==> src/rtl/mips_multicycle_ctrl.sv <==
// Multi-cycle MIPS control FSM: sequences fetch/decode/execute/memory/writeback
// and handshakes with a variable-latency unified memory, halting on timeout.
module mips_multicycle_ctrl #(
  parameter int unsigned TIMEOUT_CYCLES = 16,
  parameter int unsigned CNT_W          = 5
) (
  input  logic       clk,
  input  logic       reset,
  input  logic [5:0] opcode,
  input  logic [5:0] funct,
  input  logic       zero,
  input  logic       mem_ready,
  output logic       mem_req,
  output logic       mem_we,
  output logic       i_or_d,
  output logic       ir_write,
  output logic       pc_write,
  output logic       pc_write_cond,
  output logic [1:0] pc_source,
  output logic       alu_src_a,
  output logic [1:0] alu_src_b,
  output logic [1:0] alu_op,
  output logic       reg_dst,
  output logic       mem_to_reg,
  output logic       reg_write,
  output logic       illegal,
  output logic       fault
);

  typedef enum logic [3:0] {
    StFetch, StDecode, StMemAddr, StMemRd, StMemWr, StWbMem, StExecR,
    StWbR, StExecI, StWbI, StBranch, StJump, StHalt
  } state_e;

  localparam logic [CNT_W-1:0] CntLast = CNT_W'(TIMEOUT_CYCLES - 1);

  state_e           state_q;
  logic [CNT_W-1:0] cnt_q;
  logic             fault_q;
  logic             is_lw_q;
  logic             in_mem;
  logic             timeout;
  logic             legal;

  // funct goes to the ALU control directly; zero is gated in the datapath by pc_write_cond.
  logic unused_inputs;
  assign unused_inputs = ^{funct, zero};

  assign in_mem  = (state_q == StFetch) || (state_q == StMemRd) || (state_q == StMemWr);
  assign timeout = in_mem && !mem_ready && (cnt_q == CntLast);
  assign legal   = opcode inside {6'h00, 6'h23, 6'h2B, 6'h08, 6'h04, 6'h02};

  always_ff @(posedge clk) begin
    if (reset) begin
      state_q <= StFetch;
      cnt_q   <= '0;
      fault_q <= 1'b0;
      is_lw_q <= 1'b0;
    end else begin
      // Non-mem states hold the counter at zero, so every mem state is entered with it cleared.
      cnt_q <= '0;
      if (in_mem && !mem_ready && !timeout) cnt_q <= cnt_q + CNT_W'(1);
      if (timeout) begin
        state_q <= StHalt;
        fault_q <= 1'b1;
      end else begin
        case (state_q)
          StFetch:   if (mem_ready) state_q <= StDecode;
          StDecode: begin
            is_lw_q <= (opcode == 6'h23);
            case (opcode)
              6'h00:        state_q <= StExecR;
              6'h23, 6'h2B: state_q <= StMemAddr;
              6'h08:        state_q <= StExecI;
              6'h04:        state_q <= StBranch;
              6'h02:        state_q <= StJump;
              default:      state_q <= StFetch;
            endcase
          end
          StMemAddr: state_q <= is_lw_q ? StMemRd : StMemWr;
          StMemRd:   if (mem_ready) state_q <= StWbMem;
          StMemWr:   if (mem_ready) state_q <= StFetch;
          StExecR:   state_q <= StWbR;
          StExecI:   state_q <= StWbI;
          StHalt:    state_q <= StHalt;
          default:   state_q <= StFetch;
        endcase
      end
    end
  end

  always_comb begin
    mem_req       = 1'b0;
    mem_we        = 1'b0;
    i_or_d        = 1'b0;
    ir_write      = 1'b0;
    pc_write      = 1'b0;
    pc_write_cond = 1'b0;
    pc_source     = 2'b00;
    alu_src_a     = 1'b0;
    alu_src_b     = 2'b00;
    alu_op        = 2'b00;
    reg_dst       = 1'b0;
    mem_to_reg    = 1'b0;
    reg_write     = 1'b0;
    illegal       = 1'b0;
    fault         = 1'b0;
    if (!reset) begin
      fault = fault_q;
      case (state_q)
        StFetch: begin
          mem_req   = 1'b1;
          alu_src_b = 2'b01;
          ir_write  = mem_ready;
          pc_write  = mem_ready;
        end
        StDecode: begin
          alu_src_b = 2'b11;
          illegal   = !legal;
        end
        StMemAddr, StExecI: begin
          alu_src_a = 1'b1;
          alu_src_b = 2'b10;
        end
        StMemRd: begin
          mem_req = 1'b1;
          i_or_d  = 1'b1;
        end
        StMemWr: begin
          mem_req = 1'b1;
          mem_we  = 1'b1;
          i_or_d  = 1'b1;
        end
        StWbMem: begin
          reg_write  = 1'b1;
          mem_to_reg = 1'b1;
        end
        StExecR: begin
          alu_src_a = 1'b1;
          alu_op    = 2'b10;
        end
        StWbR: begin
          reg_write = 1'b1;
          reg_dst   = 1'b1;
        end
        StWbI:   reg_write = 1'b1;
        StBranch: begin
          alu_src_a     = 1'b1;
          alu_op        = 2'b01;
          pc_write_cond = 1'b1;
          pc_source     = 2'b01;
        end
        StJump: begin
          pc_write  = 1'b1;
          pc_source = 2'b10;
        end
        default: ;
      endcase
    end
  end

endmodule
==> config.mk <==
export PLATFORM = sky130hd
export DESIGN_NAME = mips_multicycle_ctrl
export DESIGN_NICKNAME = d
export VERILOG_FILES = /design/src/rtl/mips_multicycle_ctrl.sv
export SDC_FILE = /design/constraint.sdc
export NUM_CORES = 1
export LEC_CHECK = 0
export ABC_AREA = 0
export CAP_MARGIN = 20
export CORE_UTILIZATION = 48
export CTS_BUF_LIST = sky130_fd_sc_hd__clkbuf_4 sky130_fd_sc_hd__clkbuf_8
export DETAILED_ROUTE_END_ITERATION = 7
export PLACE_DENSITY = 0.88
export REMOVE_ABC_BUFFERS = 1
export SYNTH_ARGS = -nofsm -noshare
export SYNTH_HDL_FRONTEND = slang
export SYNTH_SLANG_ARGS = --single-unit
export TNS_END_PERCENT = 5
==> constraint.sdc <==
create_clock -name clk -period 4.07 [get_ports clk]
set_input_delay 0.814 -clock clk [delete_from_list [all_inputs] [get_ports clk]]
set_output_delay 0.814 -clock clk [all_outputs]
set_load 0.05 [all_outputs]
==> metrics, run 1 <==
largest net degree at the start of global routing=23; first-pass GRT wire length=3490 um; Remaining DRCs=0; die height=44.7 um; port buffer count=26; Post-DP HPWL=1570 um; fin nets=around 160; vias=roughly 970; synth top area cells=dfxtp_1 (25%), nor2_1 (8.2%), nand2b_1 (5.7%); Max H-tree Level=1; Clock Power Share=0.291; Initial Utilization=0.511; R2R Path Start=state_q[1]; share of the synthesized area in the top cell type=0.252; TritonCTS Sinks=11; Reg power frac=0.412; syn_area_per_cell=7.34 um2; Worst slew margin=0.582; Site Rows=15; Cell Count Post-Placement=163; Layout Cells excl Fill=167; n_diodes=0; CP startpoint kind=primary input; logic gate share of total power=0.298; Final Hold Viols=0; CTS Buf Count=3; vias in the first global route=833; PostCTS Resize Cnt=0; FF+latch count, synth=11; status=finished clean; Routed Antenna Nets=0; initial antenna violation count=0; compound-gate portion of the synthesized area=0.201; Critical Path Max Stage Delay=between 0.7 and 0.8 ns; R2R Path End=cnt_q[2]; Setup-failing EPs final=0; Cells after Synth=119; WL/cell=between 10 and 15 um; CP top delay family=buffers and inverters; Crit-path slowest cell=clkdlybuf4s50_1; drt first pass iters=6; LEAKAGE=0.427 nW; Final Critical Period=3.76 ns; Yosys Warn Count=0; required time worst endpoint=3.26 ns; Initial DRC Count=36; DRT Wirelength=2150 um; routability cong.=0.753; cell taking the most area after synthesis=dfxtp_1; VDD IR max=0.198 mV; final core utilization=0.691; Clock Latency Late Sink=0.26 ns; Sw Share=0.317; Fin Hold WS=approximately 0.45 ns; Post-Synth Simple-Gate Area=0.388; clk_skew=0.00152 ns; internal power=~0.00019 W; drt via density=just under 6; Buf+Inv Stages, Crit Path=2; WP data arrival=2.95 ns; Die ar.=1990 um2; sw power=around 0.000086 W; register clock-pin slew on the reported worst setup and hold paths=roughly 0.070 ns; post-synth cell types=41; layout cells sized above 1=0.0704; Post-CTS Setup Inserts=0; critical-path maximum fanout=5; I/O pins=34; Post-Synth XOR/XNOR Area=0.0501; Hold Path Depth=1; largest family of logic cells by synthesized area=simple AND/OR/NAND/NOR gates; CTS Root Cell=clkbuf_4; RSZ-0062 raised after global routing=no; post-synth design cell area=873 um2; Crit Path Class=primary input to output port; crit-path cells=clkdlybuf4s50_1 > or4_4 > nor3_1 > nor3_1 > clkdlybuf4s50_1; Congestion Overflow GR=0; Fmax=266 MHz; hold endpoint=cnt_q[0]; TritonCTS clock tree=built; PD cells=231 nW/um2; internal reg-to-reg setup slack=2.35 ns; P&R area growth vs syn=35.1%; min-delay worst type=flip-flop to flip-flop; Max Cap Viol=0; crit path from=opcode[3]; Tcrit/Tclk final=0.924; Reg2Reg Depth=4; Slew Limit Fails=0; Post-Synth Adder-Cell Area=0.0287; CTS Hold Bufs=0; Worst-Margin Slew=0.626 ns; mux contribution to synthesized area=0.0115; Seq/Total Area, Yosys=0.252; CORE AREA=1710 um2; Bufs on Longest Clock Path=2; Worst Min Path Start=cnt_q[0]; Setup crit end kind=output port; Die X-Extent=44.7 um; GRT Overall Usage=0.234
## power by group through the flow
stage               clock network (W)  logic (W)  registers [W]
finish                      0.0000793  0.0000812       0.000112
global route                0.0000874  0.0000877       0.000113
CTS                         0.0000825  0.0000807       0.000112
detailed placement                  0  0.0000805       0.000115
global placement                    0  0.0000780       0.000114
floorplan                           0  0.0000436       0.000119
## metal layers
| metal | global-route usage | vias to the layer above | part of all wire |
|---|---|---|---|
| met5 | 0 | - | 0 |
| met1 | 0.304 | 441 | 0.43 |
| met3 | 0.0735 | 3 | 0.074 |
| met2 | 0.388 | 45 | 0.49 |
| met4 | 0.0303 | 0 | 0.0084 |
| li1 | - | 478 | - |
## layout make-up
| class | count | area [um2] |
|---|---|---|
| Tap cell | 25 | 31.3 |
| Multi-Input combinational cell | 93 | 593 |
| Fill cell | 149 | 528 |
| Inverter | 4 | 15.0 |
| Timing Repair Buffer | 30 | 290 |
| Clock buffer | 4 | 30.0 |
| Sequential cell | 11 | 220 |
## synth_stat cells
cell	instances
a2111oi_0	2
a211o_1	1
a211oi_1	1
a21bo_2	1
a21oi_1	5
a221oi_1	1
a311oi_1	1
a31oi_1	1
and3_1	1
and3b_1	2
and4b_1	1
buf_1	3
buf_4	1
clkbuf_1	7
dfxtp_1	11
ha_1	2
inv_1	4
mux2i_1	1
nand2_1	2
nand2b_1	8
nand3_1	2
nand3b_1	1
nor2_1	19
nor2b_1	2
nor3_1	10
nor3b_1	1
nor4_1	5
nor4b_1	2
o211a_1	2
o21a_1	1
o21ai_0	3
o21ai_1	1
o22a_1	1
o31ai_1	1
o32a_1	1
o32ai_1	1
or3_1	3
or4_4	1
or4b_1	1
xnor2_1	2
xor2_1	3
## metrics by stage
step	worst slack (ns)	cell area, um2	setup TNS, ns	total power, W
finish	0.308	1180	0	0.000273
global route	0.261	1180	0	0.000288
CTS	0.317	1180	0	0.000275
detailed placement	0.334	1150	0	0.000195
global placement	0.387	1150	0	0.000192
floorplan	-0.432	828	-0.884	0.000163
## kinds of logic (layout without fill, tap and decap cells)
group | Yosys count | count (layout)
AOI/OAI and AO/OA | 24 | 24
xor gates and xnor gates | 5 | 5
buffers and inverters | 15 | 38
muxes | 1 | 1
adders and majority gates | 2 | 2
DFF | 11 | 11
and+or+nand+nor | 61 | 61
## flip-flops by register name (all words and copies together), names as in the netlist
| signal | cells |
|---|---|
| cnt_q | 5 |
| is_lw_q | 1 |
| state_q | 4 |
| fault_q | 1 |
## layout by cell type, fill, tap and decap left out, types with 2 or more instances in the layout
master and instances:
ha_1 2, o21ai_0 3, clkbuf_4 4, nand3_1 2, o211a_1 2, dfxtp_1 11, nor4b_1 2, inv_1 4
a21oi_1 5, clkdlybuf4s50_1 26, nand2_1 2, or3_1 3, a2111oi_0 2, xor2_1 3, nor4_1 5, nor3_1 10
buf_4 4, nor2_1 19, and3b_1 2, xnor2_1 2, nand2b_1 8, nor2b_1 2
## worst max path at each step
stage | to | cells past startpoint | slack, ns
final | illegal | 5 | 0.31
after global routing | illegal | 5 | 0.26
after detailed placement | illegal | 5 | 0.33
after floorplan | pc_source[0] | 1 | -0.43
after global placement | illegal | 5 | 0.39
after CTS | illegal | 5 | 0.32
Power figures use the tool's default switching activity.
==> run 2, diff against run 1 <==
Settings changed: PLACE_DENSITY 0.88 to 0.85.
==> metrics, run 2 (synthesized netlist as in run 1, its figures left out) <==
Setup crit end kind=output port; DRT Wirelength=2090 um (-2.6%); Fin Hold WS=0.452 ns (-0.000439 ns); Setup-failing EPs final=0 (unchanged); P&R area growth vs syn=33.1%; status=finished with violations; RSZ-0062 raised after global routing=no; vias=925 (-4.3%); Routed Antenna Nets=0 (unchanged); critical-path maximum fanout=5 (unchanged); Die ar.=1990 um2 (unchanged); TritonCTS clock tree=built; routability cong.=0.766 (+1.8%); commonest cells after routing, fill and taps aside=clkdlybuf4s50_1 (25), nor2_1 (19), dfxtp_1 (11); Crit Path Class=primary input to output port; layout cells sized above 1=0.0643 (-0.00614); Reg2Reg Depth=4 (unchanged); commonest non-fill, non-tap cell in the layout=clkdlybuf4s50_1; Critical Path Max Stage Delay=0.72 ns (about the same); clk_skew=0.00159 ns (+0.0000690 ns); drt via density=5.61 (-3.2%); max FFs per register=5 (unchanged); Final Hold Viols=0 (unchanged); Fmax=263 MHz (-1.2%); Initial Utilization=0.511 (unchanged); required time worst endpoint=3.26 ns (about the same); WL/cell=12.7 um (-1.4%); DP Worst Slack=0.291 ns (-0.0428 ns); I/O pins=34 (unchanged); filler instances=143 (-4.0%); CP startpoint kind=primary input; CORE AREA=1710 um2 (unchanged); Hold Path Depth=1 (unchanged); Bufs on Longest Clock Path=2 (unchanged); Worst slew margin=0.543 (-0.0397); drt first pass iters=6 (unchanged); largest net degree at the start of global routing=24 (+4.3%); Site Rows=15 (unchanged); Remaining DRCs=3 (+3); GRT Overall Usage=0.247 (+0.0128); Clock Latency Late Sink=0.28 ns (+0.02 ns); vias in the first global route=781 (-6.2%); crit-path cells=clkdlybuf4s50_1 > or4_4 > nor3_1 > nor3_1 > clkdlybuf4s50_1; initial antenna violation count=0 (unchanged); Regs by FF count=cnt_q (5), state_q (4); Die X-Extent=44.7 um (unchanged); worst setup margin=0.264 ns (-0.0448 ns); CTS Hold Bufs=0 (unchanged); register clock-pin slew on the reported worst setup and hold paths=0.06 ns (about the same); n_diodes=0 (unchanged); Post-DP HPWL=1460 um (-7.1%); port buffer count=26 (unchanged); Max Cap Viol=0 (unchanged); fin nets=159 (-1.2%); PostCTS Resize Cnt=0 (unchanged); final core utilization=0.681 (-0.0103); first-pass GRT wire length=3540 um (+1.4%); Worst-Margin Slew=0.685 ns (+0.0594 ns); Max H-tree Level=1 (unchanged); PD cells=235 nW/um2 (+1.8%); Initial DRC Count=18 (-50%); die height=44.7 um (unchanged); Slew Limit Fails=0 (unchanged); CTS Buf Count=3 (unchanged); WP data arrival=2.99 ns (+0.04 ns); Congestion Overflow GR=0 (unchanged); VDD IR max=0.224 mV (+13%); Crit-path slowest cell=clkdlybuf4s50_1; Post-CTS Setup Inserts=0 (unchanged); TritonCTS Sinks=11 (unchanged); min-delay worst type=flip-flop to flip-flop; fin area=1160 um2 (-1.5%); CTS Root Cell=clkbuf_4; Final Critical Period=3.81 ns (+0.0448 ns); failing checks=design-rule violations; placed inst area=1130 um2 (-1.5%); register with the most flip-flops=cnt_q; Tcrit/Tclk final=0.935 (+0.0110); LEAKAGE=0.419 nW (-2.0%)
-- run 2: cell types whose count changed in the layout (fill, tap and decap cells not counted), sizes merged --
| cell | before | now |
|---|---|---|
| clkdlybuf4s50 | 26 | 25 |
| buf | 4 | 3 |
-- run 2: final timing paths --
path / startpoint / to / slack (ns)
max reg2reg: state_q[0] / state_q[1] / 2.19
min reg2reg: cnt_q[0] / cnt_q[0] / 0.45
min: cnt_q[0] / cnt_q[0] / 0.45
max: opcode[3] / illegal / 0.26
-- run 2: metal layers --
layer  up-vias  global-route usage  share of wire
met3         4              0.0653          0.032
met1       425               0.314           0.44
met5         -                   0              0
li1        477                   -              -
met2        19               0.382           0.51
met4         0               0.121          0.020
-- run 2: layout make-up --
class / instances / area [um2] / area share
clock buffer: 4 / 30.0 / 0.0258
inverter: 4 / 15.0 / 0.0129
multi-input combinational: 93 / 593 / 0.510
sequential: 11 / 220 / 0.189
tap: 25 / 31.3 / 0.0269
timing repair buffer: 28 / 273 / 0.235
-- run 2: power by group --
group | switching, W | internal, W
combinational | 0.0000428 | 0.0000299
sequential | 0.00000771 | 0.000110
clock | 0.0000380 | 0.0000448
total | 0.0000885 | 0.000185
-- run 2: critical path: cells and delay by family --
family                 cells  cell delay [ns]
and+or+nand+nor            3             0.97
buffers and inverters      2             1.20
-- run 2: stage by stage --
step	cells	power [W]	setup TNS, ns
2_1_floorplan	108	0.000163	-0.884
6_report	165	0.000274	0
3_5_place_dp	161	0.000193	0
4_1_cts	165	0.000276	0
5_1_grt	165	0.000289	0
3_3_place_gp	161	0.000191	0
